===== config.mk =====
export PLATFORM = sky130hd
export DESIGN_NAME = master_to_slave_mux
export DESIGN_NICKNAME = d
export VERILOG_FILES = /design/src/rtl/master_to_slave_mux.sv
export SDC_FILE = /design/constraint.sdc
export NUM_CORES = 1
export LEC_CHECK = 0
export BUFFER_PORTS_ARGS = -buffer_cell sky130_fd_sc_hd__buf_2
export CAP_MARGIN = 20
export CORE_AREA = 2 2 87 89
export DETAILED_ROUTE_END_ITERATION = 6
export DIE_AREA = 0 0 89 91
export PLACE_DENSITY_LB_ADDON = 0.2
export SETUP_SLACK_MARGIN = 0.5
export SYNTH_ARGS = -nofsm -noshare
export SYNTH_HDL_FRONTEND = slang
export SYNTH_SLANG_ARGS = --single-unit

===== constraint.sdc =====
create_clock -name Hclk -period 2.37 [get_ports Hclk]
set_input_delay 0 -clock Hclk [delete_from_list [all_inputs] [get_ports Hclk]]
set_output_delay 0 -clock Hclk [all_outputs]
set_load 0.02 [all_outputs]

===== src/rtl/master_to_slave_mux.sv =====
// AHB master-to-slave multiplexer: address-phase select, data-phase write-data steering and burst-length tracking.
// Optional protocol checker on Hprot_err is built only when AHB_M2S_PROTCHK_EN is defined.
module master_to_slave_mux #(
  parameter int NUM_MASTERS = 2,
  parameter int NUM_SLAVES  = 4,
  parameter int ADDR_WIDTH  = 32,
  parameter int DATA_WIDTH  = 32,
  localparam int MW = (NUM_MASTERS > 1) ? $clog2(NUM_MASTERS) : 1
) (
  input  logic                              Hclk,
  input  logic                              Hresetn,
  input  logic [MW-1:0]                     Hmaster,
  input  logic                              Hready,
  input  logic [NUM_MASTERS*ADDR_WIDTH-1:0] Haddr_M,
  input  logic [NUM_MASTERS*2-1:0]          Htrans_M,
  input  logic [NUM_MASTERS-1:0]            Hwrite_M,
  input  logic [NUM_MASTERS*3-1:0]          Hsize_M,
  input  logic [NUM_MASTERS*3-1:0]          Hburst_M,
  input  logic [NUM_MASTERS*DATA_WIDTH-1:0] Hwdata_M,
  output logic [ADDR_WIDTH-1:0]             Haddr,
  output logic [1:0]                        Htrans,
  output logic                              Hwrite,
  output logic [2:0]                        Hsize,
  output logic [2:0]                        Hburst,
  output logic [DATA_WIDTH-1:0]             Hwdata,
  output logic [MW-1:0]                     Hmaster_dp,
  output logic [3:0]                        Hbeats_left,
  output logic                              Hprot_err
);

  localparam logic [1:0] TR_IDLE   = 2'b00;
  localparam logic [1:0] TR_NONSEQ = 2'b10;
  localparam logic [1:0] TR_SEQ    = 2'b11;

  if (NUM_MASTERS < 1 || NUM_SLAVES < 1) begin : g_bad_cfg
    $error("master_to_slave_mux: NUM_MASTERS and NUM_SLAVES must be at least 1");
  end

  typedef enum logic {ST_IDLE, ST_BURST} state_t;

  state_t          r_state;
  state_t          w_state_nxt;
  logic [3:0]      r_beats;
  logic [3:0]      w_beats_nxt;
  logic [MW-1:0]   r_dp_master;
  logic            r_dp_write;
  logic [3:0]      w_len_m1;

  // Zero for SINGLE/INCR: only fixed-length bursts are tracked.
  function automatic logic [3:0] burst_len_m1(input logic [2:0] burst);
    case (burst)
      3'b010, 3'b011: burst_len_m1 = 4'd3;
      3'b100, 3'b101: burst_len_m1 = 4'd7;
      3'b110, 3'b111: burst_len_m1 = 4'd15;
      default:        burst_len_m1 = 4'd0;
    endcase
  endfunction

  // Address phase: zero-latency select; an out-of-range owner yields an IDLE bus.
  always_comb begin
    Haddr  = '0;
    Htrans = TR_IDLE;
    Hwrite = 1'b0;
    Hsize  = '0;
    Hburst = '0;
    for (int i = 0; i < NUM_MASTERS; i++) begin
      if (Hmaster == MW'(i)) begin
        Haddr  = Haddr_M[i*ADDR_WIDTH +: ADDR_WIDTH];
        Htrans = Htrans_M[i*2 +: 2];
        Hwrite = Hwrite_M[i];
        Hsize  = Hsize_M[i*3 +: 3];
        Hburst = Hburst_M[i*3 +: 3];
      end
    end
  end

  // Data phase: write data follows the owner of the last accepted write transfer.
  always_comb begin
    Hwdata = '0;
    for (int i = 0; i < NUM_MASTERS; i++) begin
      if (r_dp_write && r_dp_master == MW'(i)) begin
        Hwdata = Hwdata_M[i*DATA_WIDTH +: DATA_WIDTH];
      end
    end
  end

  assign w_len_m1 = burst_len_m1(Hburst);

  always_comb begin
    w_state_nxt = r_state;
    w_beats_nxt = r_beats;
    if (Hready) begin
      case (r_state)
        ST_IDLE: begin
          if (Htrans == TR_NONSEQ && w_len_m1 != 4'd0) begin
            w_state_nxt = ST_BURST;
            w_beats_nxt = w_len_m1;
          end
        end
        ST_BURST: begin
          case (Htrans)
            TR_NONSEQ: begin
              w_state_nxt = (w_len_m1 != 4'd0) ? ST_BURST : ST_IDLE;
              w_beats_nxt = w_len_m1;
            end
            TR_SEQ: begin
              w_beats_nxt = r_beats - 4'd1;
              if (r_beats == 4'd1) w_state_nxt = ST_IDLE;
            end
            TR_IDLE: begin
              w_state_nxt = ST_IDLE;
              w_beats_nxt = 4'd0;
            end
            default: ;
          endcase
        end
        default: begin
          w_state_nxt = ST_IDLE;
          w_beats_nxt = 4'd0;
        end
      endcase
    end
  end

  always_ff @(posedge Hclk or negedge Hresetn) begin
    if (!Hresetn) begin
      r_state     <= ST_IDLE;
      r_beats     <= 4'd0;
      r_dp_master <= '0;
      r_dp_write  <= 1'b0;
    end else begin
      r_state <= w_state_nxt;
      r_beats <= w_beats_nxt;
      if (Hready) begin
        r_dp_master <= Hmaster;
        r_dp_write  <= Hwrite & Htrans[1];
      end
    end
  end

  assign Hmaster_dp  = r_dp_master;
  assign Hbeats_left = r_beats;

`ifdef AHB_M2S_PROTCHK_EN
  logic r_prot_err;

  // Flags SEQ with no burst in progress, or an owner change in the middle of a burst.
  always_ff @(posedge Hclk or negedge Hresetn) begin
    if (!Hresetn) begin
      r_prot_err <= 1'b0;
    end else begin
      r_prot_err <= Hready &&
                    ((r_state == ST_IDLE  && Htrans == TR_SEQ) ||
                     (r_state == ST_BURST && Hmaster != r_dp_master));
    end
  end

  assign Hprot_err = r_prot_err;
`else
  assign Hprot_err = 1'b0;
`endif

endmodule

==> qor.txt <==
CELLS AND AREA
--------------------------------------------------------------------------------------
Share of final-layout standard cells stronger than drive strength 1 .....        71.6%
Final non-filler cell area ..............................................     2810 um2
Number of fill cells ....................................................          792
Final Net Count .........................................................          552
Sequential cell area ....................................................      176 um2
Total area of multi-input combinational cells ...........................     1240 um2
Layout-stage area growth over the synthesis result ......................        88.2%

DRT
--------------------------------------------------------------------------------------
Count of routing violations after the opening detailed-route iteration ..           21
Pre-Repair DR Iteration Count ...........................................            4
Routed wire length on met2 ..............................................      3610 um
Met1 wire length ........................................................      2540 um
Average wire per standard cell ..........................................      13.5 um
Aggregate routed wire length ............................................      6660 um
Met3 Wirelength .........................................................       495 um
Number of vias after detailed routing ...................................         2085
ANT nets after route ....................................................            0
Top layer used by detailed routing ......................................         met4
Post-DR vias/cell .......................................................         4.22
Count of unresolved DRC violations after routing ........................            0

CTS
--------------------------------------------------------------------------------------
Clock slew seen by the registers of the worst setup and hold paths ......        40 ps
H-tree depth ............................................................            1
CTS max path bufs .......................................................            2
Number of clock sinks ...................................................            7
Worst-skew pair later-pin latency .......................................       230 ps
Setup repair bufs after CTS .............................................            0
CTS tree ................................................................          yes
Root Buffer .............................................................     clkbuf_8
Number of buffers created by CTS ........................................            3

WORST SETUP PATH
--------------------------------------------------------------------------------------
Crit Path Category ......................................................    in -> reg
Critical path cell sequence ............................................. buf_2 -> mux2_2 -> ha_1 -> o31a_1 -> a31oi_4 -> or2b_4 -> mux2_4
Kind of cell adding the most delay to the critical path ................. multiplexers
Crit path launch type ...................................................   input port
Number of buffer and inverter instances along the worst setup path ......            1
Master of the slowest instance on the critical path .....................       mux2_2
Crit path largest cell delay ............................................       410 ps
Critical Path Sink Type .................................................     register
Depth of the worst register-to-register path ............................            6
Arrival time at the worst endpoint ......................................      1800 ps
Required time reported for the critical path endpoint ...................      2480 ps
Logic depth of the worst setup path including buffers ...................            7
Critical path peak fanout ...............................................            6

GLOBAL ROUTING
--------------------------------------------------------------------------------------
Largest net degree at the start of global routing .......................           33
Vias in the first global route ..........................................         1957
Total global routing track utilization ..................................        14.7%
First-pass GRT wire length ..............................................      9540 um
Grt total ovfl ..........................................................            0
Antenna violations before repair ........................................            0

STA
--------------------------------------------------------------------------------------
Total count of max-transition violations in the final report ............            0
Setup TNS ...............................................................         0 ps
Worst slew slack as a fraction of its limit .............................        64.9%
Minimum clock period ....................................................      1700 ps
RSZ-0062 raised after global routing ....................................        false
Final cycle utilization of the critical path ............................        71.6%
Worst-margin pin slew ...................................................       527 ps
Final number of setup-violating endpoints ...............................            0
Setup Skew ..............................................................      3.15 ps
Highest achievable clock rate ...........................................    0.590 GHz
Final hold viol count ...................................................            0

POWER
--------------------------------------------------------------------------------------
VDD IR max ..............................................................     0.382 mV
Pleak ...................................................................      1.64 nW
Pwr per Cell Area .......................................................   399 nW/um2

SYNTH
--------------------------------------------------------------------------------------
Cell types with the largest area share after synthesis .................. mux2_2 (29%), mux2i_1 (22%), dfrtp_1 (12%)
Post-Syn Area per Cell ..................................................     8.73 um2
Yosys top cell by area ..................................................       mux2_2
Distinct cell type count of the synthesized netlist .....................           27
Syn Std Cell Area .......................................................     1490 um2
Number of synthesis warnings ............................................            0
Cells after synthesis ...................................................          171
Post-synthesis net count ................................................          328
Sequential cell area fraction in the yosys report .......................        11.7%
Share of Yosys cell area claimed by the top area cell type ..............        28.7%
Number of register bits inferred by synthesis ...........................            7

FLOORPLAN
--------------------------------------------------------------------------------------
Num rows ................................................................           31
Die area ................................................................     8100 um2
I/O pin total ...........................................................          229
Effective utilization at floorplan ......................................        20.9%
Chip Height .............................................................        91 um
Core Region .............................................................     7140 um2
Die width ...............................................................        89 um

OUTCOME
--------------------------------------------------------------------------------------
Outcome ................................................................. complete, no violations

RUN
--------------------------------------------------------------------------------------
Number of maximum-capacitance violations ................................            0

HOLD PATH
--------------------------------------------------------------------------------------
Min-delay worst type ....................................................    in -> reg
Hold path depth .........................................................            2

PLACED DESIGN
--------------------------------------------------------------------------------------
IO buf count ............................................................          227
Total placed instance area ..............................................     2750 um2
Weighted congestion reported at the end of routability-driven placement .        0.844
Post-DP HPWL ............................................................      5670 um

[path summary, 6_finish.rpt]
check / startpoint / to / slack, ps
worst max register to register: Hbeats_left[1] / r_state / 1040
worst min-delay path: Hready / r_dp_write / 90
worst max-delay path: Hmaster / Hbeats_left[0] / 670
max in group asynchronous: Hresetn / Hmaster_dp / 2050
worst min register to register: r_dp_write / r_dp_write / 540
min in group asynchronous: Hresetn / Hbeats_left[2] / 140
[kinds of logic (layout without fill, tap and decap cells)]
kind of cell               Yosys count  count (layout)  synth area share (%)
buffers and inverters               22             245                  6.54
other                                1               2                 0.251
and+or+nand+nor                     39              39                  11.7
muxes                               76              76                  54.8
AOI/OAI and AO/OA                   19              19                  9.05
DFF                                  7               7                  11.7
adders and majority gates            7               7                  5.87
[what timing repair did]
item | in CTS | in global routing
endpoints found under the hold margin | 7 | 0
hold buffers | 1 | 0
resized for setup | 0 | 0
[synth_stat cells (all sizes together)]
cell and instances:
nand3 1, clkbuf 5, or3b 1, o211ai 2
or2b 1, dfrtp 7, o31ai 1, a21boi 1
a31oi 2, o21ai 10, nor2 33, o31a 2
mux2i 33, nand3b 1, buf 8, mux2 43
conb 1, or3 1, a41o 1, ha 7
nor3 1, inv 9
[sequential cells by signal (all words and copies together) (netlist names)]
signal       flops
Hbeats_left      4
Hmaster_dp       1
r_dp_write       1
r_state          1
[layout by cell type (no fill, tap or decap), types with 2 or more instances in the layout]
| cell | n |
|---|---|
| mux2i_1 | 32 |
| inv_1 | 8 |
| mux2_1 | 3 |
| buf_4 | 3 |
| dfrtp_1 | 6 |
| o211ai_1 | 2 |
| mux2_4 | 2 |
| mux2_2 | 38 |
| o21ai_1 | 2 |
| o21ai_0 | 8 |
| ha_1 | 6 |
| buf_2 | 227 |
| o31a_1 | 2 |
| clkbuf_8 | 3 |
| nor2_1 | 33 |
[metal layers]
| layer | vias to the layer above | track usage, % |
|---|---|---|
| met5 | - | 0 |
| met4 | 0 | 1.87 |
| met3 | 2 | 2.27 |
| met2 | 88 | 28.4 |
| met1 | 942 | 17.0 |
| li1 | 1053 | - |
[layout make-up]
class	count	area share [%]
diodes	1	0.0891
clock buffers	4	1.60
inverters	9	1.20
multi-input cells	142	44.1
flip-flops and latches	7	6.28
well taps	99	4.41
repair buffers	232	42.3
[power by group]
part,internal (mW),switching [mW]
Clock,0.117,0.0543
Combinational,0.347,0.394
Sequential,0.153,0.0564
Total,0.617,0.504
[metrics by stage]
stage          utilization (%)  instances  power (mW)  hold slack, ps  setup WS [ps]
2_1_floorplan                -        171       0.655            -296            494
3_3_place_gp              38.6        488       0.949            -156            471
3_5_place_dp              38.6        488       0.950            -159            447
4_1_cts                   39.3        493        1.13            88.4            680
5_1_grt                   39.3        493        1.22             119            624
6_report                  39.4        494        1.12            88.2            674
(Power assumes the default switching activity.)
